## src/rtl/home_pkg.sv

```systemverilog
// Shared constants for the home event scheduler: display codes, FSM states, sensor indices.
package home_pkg;

  localparam int unsigned N_SENS = 4;

  localparam logic [2:0] DISP_IDLE  = 3'b000;
  localparam logic [2:0] DISP_FDOOR = 3'b001;
  localparam logic [2:0] DISP_RDOOR = 3'b010;
  localparam logic [2:0] DISP_ALARM = 3'b011;
  localparam logic [2:0] DISP_WIN   = 3'b100;

  localparam logic [1:0] IDX_FD  = 2'd0;
  localparam logic [1:0] IDX_RD  = 2'd1;
  localparam logic [1:0] IDX_WIN = 2'd2;
  localparam logic [1:0] IDX_FA  = 2'd3;

  typedef enum logic [1:0] {
    IDLE  = 2'd0,
    SERVE = 2'd1,
    GAP   = 2'd2
  } state_t;

  // One-hot actuator vector for a sensor index.
  function automatic logic [N_SENS-1:0] idx_onehot(input logic [1:0] idx);
    return N_SENS'(1) << idx;
  endfunction

  // Display code shown while a sensor index is being served.
  function automatic logic [2:0] disp_code(input logic [1:0] idx);
    case (idx)
      IDX_FD:  return DISP_FDOOR;
      IDX_RD:  return DISP_RDOOR;
      IDX_WIN: return DISP_WIN;
      default: return DISP_ALARM;
    endcase
  endfunction

endpackage

```

## src/rtl/sensor_debounce.sv

```systemverilog
// Two-flop synchroniser, stability counter and rising-edge pulse for one binary sensor.
module sensor_debounce #(
  parameter int unsigned DEB_CYC = 4
) (
  input  logic clk,
  input  logic Rst,
  input  logic i_pin,
  output logic o_level,
  output logic o_rise
);

  localparam int unsigned CW = (DEB_CYC > 0) ? $clog2(DEB_CYC + 1) : 1;

  logic          r_sync1;
  logic          r_sync2;
  logic          r_level;
  logic          r_rise;
  logic [CW-1:0] r_cnt;

  // Level flips on the DEB_CYC-th consecutive differing sample; a mismatch-free sample restarts the count.
  always_ff @(posedge clk or negedge Rst) begin
    if (!Rst) begin
      r_sync1 <= 1'b0;
      r_sync2 <= 1'b0;
      r_level <= 1'b0;
      r_rise  <= 1'b0;
      r_cnt   <= '0;
    end else begin
      r_sync1 <= i_pin;
      r_sync2 <= r_sync1;
      r_rise  <= 1'b0;
      if (r_sync2 != r_level) begin
        if (r_cnt == CW'(DEB_CYC - 1)) begin
          r_level <= r_sync2;
          r_rise  <= r_sync2;
          r_cnt   <= '0;
        end else begin
          r_cnt <= r_cnt + CW'(1);
        end
      end else begin
        r_cnt <= '0;
      end
    end
  end

  assign o_level = r_level;
  assign o_rise  = r_rise;

endmodule

```

## src/rtl/home_event_scheduler.sv

```systemverilog
// Debounces the sensors, grants one actuator at a time by fixed priority with fire preemption,
// and runs heater/cooler hysteresis on the temperature input.
module home_event_scheduler
  import home_pkg::*;
#(
  parameter int unsigned DEB_CYC  = 4,
  parameter int unsigned HOLD_CYC = 8,
  parameter logic [6:0]  T_LOW    = 7'd18,
  parameter logic [6:0]  T_HIGH   = 7'd30,
  parameter logic [6:0]  HYST     = 7'd2
) (
  input  logic       clk,
  input  logic       Rst,
  input  logic       SFD,
  input  logic       SRD,
  input  logic       SW,
  input  logic       SFA,
  input  logic [6:0] ST,
  output logic       fdoor,
  output logic       rdoor,
  output logic       winbuzz,
  output logic       alarmbuzz,
  output logic       heater,
  output logic       cooler,
  output logic [2:0] display,
  output logic       busy
);

  localparam int unsigned HW = (HOLD_CYC > 1) ? $clog2(HOLD_CYC) : 1;

  logic [N_SENS-1:0] w_pin;
  logic [N_SENS-1:0] w_level;
  logic [N_SENS-1:0] w_rise;
  logic [N_SENS-1:0] w_req;
  logic [1:0]        w_sel;
  logic              w_any;
  logic              w_alarm_next;
  logic              w_unused_levels;

  state_t            r_state;
  logic [1:0]        r_grant;
  logic [HW-1:0]     r_cnt;
  logic [N_SENS-1:0] r_pend;
  logic [N_SENS-1:0] r_act;
  logic [2:0]        r_disp;
  logic              r_busy;

  logic       r_heater;
  logic       r_cooler;
  logic       r_alarm_d;
  logic       w_heat;
  logic       w_cool;
  logic       w_force_off;
  logic [7:0] w_st8;
  logic [7:0] w_lo_on;
  logic [7:0] w_lo_off;
  logic [7:0] w_hi_on;
  logic [7:0] w_hi_off;

  assign w_pin = {SFA, SW, SRD, SFD};

  genvar g;
  generate
    for (g = 0; g < N_SENS; g++) begin : g_deb
      sensor_debounce #(.DEB_CYC(DEB_CYC)) u_deb (
        .clk     (clk),
        .Rst     (Rst),
        .i_pin   (w_pin[g]),
        .o_level (w_level[g]),
        .o_rise  (w_rise[g])
      );
    end
  endgenerate

  // Only the fire level gates the grant; the other debounced levels are consumed via their edges.
  assign w_unused_levels = ^w_level[2:0];

  // Requests include edges arriving this cycle so a fresh event is granted without an extra cycle.
  assign w_req = r_pend | w_rise;
  assign w_any = |w_req;

  // Fixed priority select: fire, window, rear door, front door.
  always_comb begin
    w_sel = IDX_FD;
    if (w_req[IDX_FA])       w_sel = IDX_FA;
    else if (w_req[IDX_WIN]) w_sel = IDX_WIN;
    else if (w_req[IDX_RD])  w_sel = IDX_RD;
    else                     w_sel = IDX_FD;
  end

  // Grant sequencing with registered actuator, display and busy outputs.
  always_ff @(posedge clk or negedge Rst) begin
    if (!Rst) begin
      r_state <= IDLE;
      r_grant <= IDX_FD;
      r_cnt   <= '0;
      r_pend  <= '0;
      r_act   <= '0;
      r_disp  <= DISP_IDLE;
      r_busy  <= 1'b0;
    end else begin
      r_pend <= w_req;
      case (r_state)
        IDLE: begin
          r_act  <= '0;
          r_disp <= DISP_IDLE;
          r_busy <= 1'b0;
          if (w_any) begin
            r_grant <= w_sel;
            r_cnt   <= HW'(HOLD_CYC - 1);
            r_pend  <= w_req & ~idx_onehot(w_sel);
            r_act   <= idx_onehot(w_sel);
            r_disp  <= disp_code(w_sel);
            r_busy  <= 1'b1;
            r_state <= SERVE;
          end
        end
        SERVE: begin
          if ((r_grant != IDX_FA) && w_req[IDX_FA]) begin
            // Fire takes over; the interrupted event goes back to pending.
            r_grant <= IDX_FA;
            r_cnt   <= HW'(HOLD_CYC - 1);
            r_pend  <= (w_req & ~idx_onehot(IDX_FA)) | idx_onehot(r_grant);
            r_act   <= idx_onehot(IDX_FA);
            r_disp  <= DISP_ALARM;
          end else if (r_cnt == '0) begin
            // Fire grant saturates at zero until the debounced alarm drops.
            if ((r_grant != IDX_FA) || !w_level[IDX_FA]) begin
              r_act   <= '0;
              r_disp  <= DISP_IDLE;
              r_busy  <= 1'b0;
              r_state <= GAP;
            end
          end else begin
            r_cnt <= r_cnt - HW'(1);
          end
        end
        GAP: begin
          r_act   <= '0;
          r_disp  <= DISP_IDLE;
          r_busy  <= 1'b0;
          r_state <= IDLE;
        end
        default: begin
          r_act   <= '0;
          r_disp  <= DISP_IDLE;
          r_busy  <= 1'b0;
          r_state <= IDLE;
        end
      endcase
    end
  end

  // Next-cycle value of the fire buzzer so climate outputs drop together with it.
  always_comb begin
    w_alarm_next = 1'b0;
    case (r_state)
      IDLE:  w_alarm_next = w_any && (w_sel == IDX_FA);
      SERVE: begin
        if (r_grant != IDX_FA) w_alarm_next = w_req[IDX_FA];
        else                   w_alarm_next = !((r_cnt == '0) && !w_level[IDX_FA]);
      end
      default: w_alarm_next = 1'b0;
    endcase
  end

  assign w_st8    = {1'b0, ST};
  assign w_lo_on  = 8'(T_LOW);
  assign w_lo_off = 8'(T_LOW) + 8'(HYST);
  assign w_hi_on  = 8'(T_HIGH);
  assign w_hi_off = 8'(T_HIGH) - 8'(HYST);

  // Hysteresis decisions; heater wins if both would be on.
  always_comb begin
    w_heat = r_heater;
    w_cool = r_cooler;
    if (w_st8 < w_lo_on)        w_heat = 1'b1;
    else if (w_st8 >= w_lo_off) w_heat = 1'b0;
    if (w_st8 > w_hi_on)        w_cool = 1'b1;
    else if (w_st8 <= w_hi_off) w_cool = 1'b0;
    if (w_heat)                 w_cool = 1'b0;
  end

  // Climate is held off during the fire buzzer and for one cycle after it ends.
  assign w_force_off = w_alarm_next | r_act[IDX_FA] | r_alarm_d;

  // Climate register pair, updated every cycle.
  always_ff @(posedge clk or negedge Rst) begin
    if (!Rst) begin
      r_heater  <= 1'b0;
      r_cooler  <= 1'b0;
      r_alarm_d <= 1'b0;
    end else begin
      r_alarm_d <= r_act[IDX_FA];
      r_heater  <= w_force_off ? 1'b0 : w_heat;
      r_cooler  <= w_force_off ? 1'b0 : w_cool;
    end
  end

  assign fdoor     = r_act[IDX_FD];
  assign rdoor     = r_act[IDX_RD];
  assign winbuzz   = r_act[IDX_WIN];
  assign alarmbuzz = r_act[IDX_FA];
  assign heater    = r_heater;
  assign cooler    = r_cooler;
  assign display   = r_disp;
  assign busy      = r_busy;

endmodule
```

## config.mk

```make
export PLATFORM = sky130hd
export DESIGN_NAME = home_event_scheduler
export DESIGN_NICKNAME = d
export VERILOG_FILES = /design/src/rtl/home_pkg.sv /design/src/rtl/sensor_debounce.sv /design/src/rtl/home_event_scheduler.sv
export SDC_FILE = /design/constraint.sdc
export NUM_CORES = 1
export LEC_CHECK = 0
export CORE_MARGIN = 4
export CORE_UTILIZATION = 45
export CTS_CLUSTER_SIZE = 16
export DETAILED_ROUTE_END_ITERATION = 8
export PLACE_DENSITY = 0.66
export SYNTH_ARGS = -nofsm -noshare
export SYNTH_HDL_FRONTEND = slang
export SYNTH_SLANG_ARGS = --single-unit
```

## constraint.sdc

```tcl
create_clock -name clk -period 1.8 [get_ports clk]
set_input_delay 0.18 -clock clk [delete_from_list [all_inputs] [get_ports clk]]
set_output_delay 0.18 -clock clk [all_outputs]
set_load 0.05 [all_outputs]
```

==> flow_metrics.env, run 1 <==
export IMPL_status="finished clean"
export IMPL_worstPathMaxFanout=4
export IMPL_core_area_mm2=0.00444
export IMPL_synth_fp_nets=196
export IMPL_worst_path_buf_inv=1
export IMPL_wl_mm=3.59
export IMPL_tightest_slew_ns=0.599
export IMPL_antenna_found_initial=0
export IMPL_hpwl_mm=2.70
export IMPL_crit_chain="clkdlybuf4s50_1"
export IMPL_r2r_slack_ns=0.10
export IMPL_slowest_delay_ns=0.83
export IMPL_synth_edff_count=0
export IMPL_hold_violations=0
export IMPL_portBuffers=22
export IMPL_die_h_um=76.3
export IMPL_clk_pin_slew_worst_paths_ns=0.08
export IMPL_slew_viol_final=0
export IMPL_leakage_nw=1.18
export IMPL_yosysUniqueCellTypes=38
export IMPL_cts_max_level=2
export IMPL_setup_viol=0
export IMPL_layout_common_cells="dfrtp_1, clkdlybuf4s50_1, nor2_1"
export IMPL_num_vias=1387
export IMPL_numClockSinks=50
export IMPL_antenna_cells=0
export IMPL_grt_pass1_wl_mm=6.38
export IMPL_powerDensity_mw_per_mm2=1410
export IMPL_layout_drive_gt1_share_pct=16.1
export IMPL_ys_warn_count=0
export IMPL_synth_cells=173
export IMPL_drt_initial_drc_count=71
export IMPL_ys_flop_type="dfrtp_1"
export IMPL_crit_arrival_ns=1.52
export IMPL_crit_slowest_cell="clkdlybuf4s50_1"
export IMPL_drc=0
export IMPL_fin_crit_sh_pct=94.3
export IMPL_ys_ff_latch=50
export IMPL_netlist_area_mm2=0.00210
export IMPL_finish_utilization_pct=56.3
export IMPL_vdd_drop_max_mv=0.825
export IMPL_dieArea_mm2=0.00583
export IMPL_synthArstFlopShare_pct=100
export IMPL_cts_root_buf="clkbuf_8"
export IMPL_initial_core_util_pct=47.3
export IMPL_period_needed_ns=1.70
export IMPL_slew_headroom_pct=60.1
export IMPL_cts_buffer_depth=2
export IMPL_grt_max_degree=51
export IMPL_grt_pass1_vias=1437
export IMPL_cp_top_family="buffers and inverters"
export IMPL_grtUsageTotal_pct=13.8
export IMPL_cts_tree="done"
export IMPL_area_delta_synth_final_pct=19.1
export IMPL_fin_worst_skew_ns=0.00654
export IMPL_row_count=24
export IMPL_fmax_ghz=0.589
export IMPL_wire_per_inst_um=14.0
export IMPL_grt_ovfl_total=0
export IMPL_ant_nets=0
export IMPL_crit_path_end_kind="output port"
export IMPL_worstSkewPairLatency_ns=0.29
export IMPL_drv_cap=0
export IMPL_cts_buffers=5
export IMPL_gp_congestion=0.823
export IMPL_ioPinCount=23
export IMPL_hp_class="in -> reg"
export IMPL_holdWs_ns=0.326
export IMPL_ys_seq_area_share_pct=59.5
export IMPL_final_common_cell="dfrtp_1"
export IMPL_cts_setup_buffers=0
export IMPL_dieWidth_um=76.3
export IMPL_syn_avg_cell_area_um2=12.2
export IMPL_required_ns=1.62
export IMPL_nNetsFinal=228
export IMPL_cp_start_kind="flip-flop"
export IMPL_drt_pre_antenna_iters=4
export IMPL_viasPerCell=5.40
export IMPL_worstSetupPathType="reg -> out"
[cell type report]
cell class                      count  area [µm²]
Inverter                            9        33.8
Timing Repair Buffer               29         270
Sequential cell                    50        1250
Fill cell                         400        1940
Clock buffer                        7        76.3
Tap cell                           52        65.1
Multi-Input combinational cell    110         807
[final timing paths]
kind,end,from,cells past startpoint
worst max register to register,r_act[2],r_cnt[0],6
worst max-delay path,alarmbuzz,r_act[3],1
worst min-delay path,g_deb[0].u_deb.r_sync1,SFD,1
worst min register to register,g_deb[1].u_deb.r_sync2,g_deb[1].u_deb.r_sync1,0
min in group asynchronous,r_cnt[0],Rst,3
max in group asynchronous,r_grant[1],Rst,3
[power by group]
| group | internal (mW) | switching (mW) | total [mW] |
|---|---|---|---|
| registers | 1.40 | 0.246 | 1.64 |
| logic | 0.593 | 0.711 | 1.30 |
| clock network | 0.268 | 0.313 | 0.581 |
| total | 2.26 | 1.27 | 3.53 |
[per-layer routing]
| metal | wire length [µm] | track usage, % |
|---|---|---|
| met3 | 178 | 4.49 |
| met2 | 1840 | 23.6 |
| met4 | 65 | 5.43 |
| met5 | 0 | 0 |
| met1 | 1510 | 15.8 |
[metrics by stage]
step	power, mW	instances	setup slack (ns)	TNS, ns	area, µm²
final	3.53	257	0.103	0	2500
after global routing	3.83	257	-0.00307	-0.00307	2500
after CTS	3.56	257	0.0188	0	2490
after detailed placement	2.96	249	0.0385	0	2400
after global placement	2.89	249	0.0870	0	2400
after floorplan	2.57	173	0.147	0	2100
[registers in the layout (all words and copies together), names as in the netlist, 2 cells and up]
signal,count
display,3
g_deb.u_deb.o_level,4
g_deb.u_deb.o_rise,4
g_deb.u_deb.r_cnt,12
g_deb.u_deb.r_sync1,4
g_deb.u_deb.r_sync2,4
r_act,4
r_cnt,3
r_grant,2
r_pend,4
r_state,2
[kinds of logic after synthesis]
family	share of synthesized area, %
mux	3.10
buf+inv	2.80
fa+ha+maj	6.43
compound gates	11.0
xor+xnor	1.67
simple gates	15.5
flops	59.5
[cells in the mapped netlist (3+ instances only)]
cell type | n | share of area [%]
a21oi_1 | 9 | 2.1
a22o_2 | 5 | 2.4
and3b_1 | 3 | 1.3
dfrtp_1 | 50 | 60
ha_1 | 10 | 6.0
inv_1 | 9 | 1.6
mux2_2 | 4 | 2.1
nand2_1 | 6 | 1.1
nor2_1 | 15 | 2.7
nor2b_1 | 7 | 2.1
nor3_1 | 6 | 1.4
nor3b_1 | 6 | 2.1
o21ai_0 | 5 | 1.2
xnor2_1 | 4 | 1.7
[what timing repair did]
item / 4_1_cts / 5_1_grt
endpoints found under the hold margin: 25 / 0
hold buffers: 1 / 0
resized for setup: 0 / 4
endpoints found under the setup margin: 0 / 7
(Power assumes the default switching activity.)
==> inputs of run 2 (changes only) <==
Settings changed: MAX_ROUTING_LAYER set to met4.
==> run 2 against run 1 <==
Clock power rose by 0.7%. Largest cell class unchanged. Sequential share of layout area unchanged. Largest power group unchanged. Worst hold slack worse by 0.0031 ns. Highest routed layer unchanged.
==> flow_metrics.env, run 2 (same netlist as run 1, synthesis figures left out) <==
export IMPL_core_area_mm2=0.00444
export IMPL_crit_slowest_cell="clkdlybuf4s50_1"
export IMPL_final_common_cell="dfrtp_1"
export IMPL_layout_drive_gt1_share_pct=16.1
export IMPL_die_h_um=76.3
export IMPL_drc=0
export IMPL_row_count=24
export IMPL_layout_common_cells="dfrtp_1, clkdlybuf4s50_1, nor2_1"
export IMPL_vdd_drop_max_mv=0.828
export IMPL_cp_top_family="buffers and inverters"
export IMPL_wl_mm=3.60
export IMPL_crit_arrival_ns=1.52
export IMPL_gp_congestion=0.835
export IMPL_dieWidth_um=76.3
export IMPL_worstSetupPathType="reg -> out"
export IMPL_cp_start_kind="flip-flop"
export IMPL_drv_cap=0
export IMPL_hold_violations=0
export IMPL_crit_path_end_kind="output port"
export IMPL_grt_pass1_wl_mm=6.38
export IMPL_tns_ns=0
export IMPL_drt_initial_drc_count=84
export IMPL_powerDensity_mw_per_mm2=1410
export IMPL_slew_viol_final=0
export IMPL_leakage_nw=1.18
export IMPL_required_ns=1.62
export IMPL_p_total_mw=3.53
export IMPL_antenna_found_initial=0
export IMPL_crit_chain="clkdlybuf4s50_1"
export IMPL_numClockSinks=50
export IMPL_portBuffers=22
export IMPL_r2r_slack_ns=0.11
export IMPL_area_delta_synth_final_pct=19.1
export IMPL_slew_headroom_pct=60.1
export IMPL_period_needed_ns=1.70
export IMPL_nNetsFinal=228
export IMPL_grt_max_degree=51
export IMPL_cts_buffer_depth=2
export IMPL_initial_core_util_pct=47.3
export IMPL_drt_pre_antenna_iters=4
export IMPL_dieArea_mm2=0.00583
export IMPL_cts_tree="done"
export IMPL_antenna_cells=0
export IMPL_cts_buffers=5
export IMPL_worst_path_buf_inv=1
export IMPL_dp_worst_setup_slack_ns=0.0385
export IMPL_largest_reg_flops=12
export IMPL_num_vias=1388
export IMPL_tightest_slew_ns=0.599
export IMPL_status="finished clean"
export IMPL_fillers=400
export IMPL_cts_root_buf="clkbuf_8"
export IMPL_fmax_ghz=0.588
export IMPL_hp_class="in -> reg"
export IMPL_hpwl_mm=2.70
export IMPL_fin_cells=257
export IMPL_largest_register="g_deb.u_deb.r_cnt"
export IMPL_slowest_delay_ns=0.83
export IMPL_dpl_cell_count=249
export IMPL_ant_nets=0
export IMPL_grt_ovfl_total=0
export IMPL_worstSkewPairLatency_ns=0.29
export IMPL_setup_viol=0
export IMPL_ioPinCount=23
export IMPL_viasPerCell=5.40
export IMPL_setup_ws_ns=0.0997
export IMPL_fin_crit_sh_pct=94.5
export IMPL_wire_per_inst_um=14.0
export IMPL_grtUsageTotal_pct=14.1
export IMPL_fin_worst_skew_ns=0.00674
export IMPL_grt_pass1_vias=1437
export IMPL_worstPathMaxFanout=4
export IMPL_clk_pin_slew_worst_paths_ns=0.08
export IMPL_cts_max_level=2
run 2: where the power goes:
| part | internal [mW] | leakage, nW | switching [mW] |
|---|---|---|---|
| clock | 0.268 | 0.0383 | 0.317 |
| sequential | 1.40 | 0.641 | 0.245 |
| combinational | 0.593 | 0.496 | 0.710 |
run 2: layout make-up:
type	instances	area [µm²]	share of cell area (%)
clock buffers	7	76.3	3.05
inverters	9	33.8	1.35
multi-input cells	110	807	32.2
flip-flops and latches	50	1250	50.0
well taps	52	65.1	2.60
repair buffers	29	270	10.8
run 2: layer usage:
layer  routed length [µm]  vias up  track usage, %
met5                    0        -               -
met4                   56        0            5.43
met3                  178        4            4.49
met2                 1850       32            23.6
met1                 1520      684            15.8
li1                     -      668               -
run 2: worst paths after layout:
kind                                        start                     end  cells past startpoint
max                                      r_act[3]               alarmbuzz                      1
max reg2reg                              r_cnt[0]                r_act[2]                      6
max in group asynchronous                     Rst              r_grant[1]                      3
min in group asynchronous                     Rst                r_cnt[0]                      3
min reg2reg                g_deb[1].u_deb.r_sync1  g_deb[1].u_deb.r_sync2                      0
min                                           SFD  g_deb[0].u_deb.r_sync1                      1
run 2: through the flow:
step,hold WS (ns),utilization (%),instance area (µm²)
after CTS,0.308,56.0,2490
after global routing,0.307,56.3,2500
final,0.322,56.3,2500
after floorplan,-0.116,-,2100
after detailed placement,0.322,54.1,2400
after global placement,0.312,54.1,2400
run 2: timing repair:
action,CTS,global route
resized for setup,0,4
setup endpoints to repair,0,7
buffers inserted,0,0
hold endpoints to repair,25,0
hold buffers,1,0
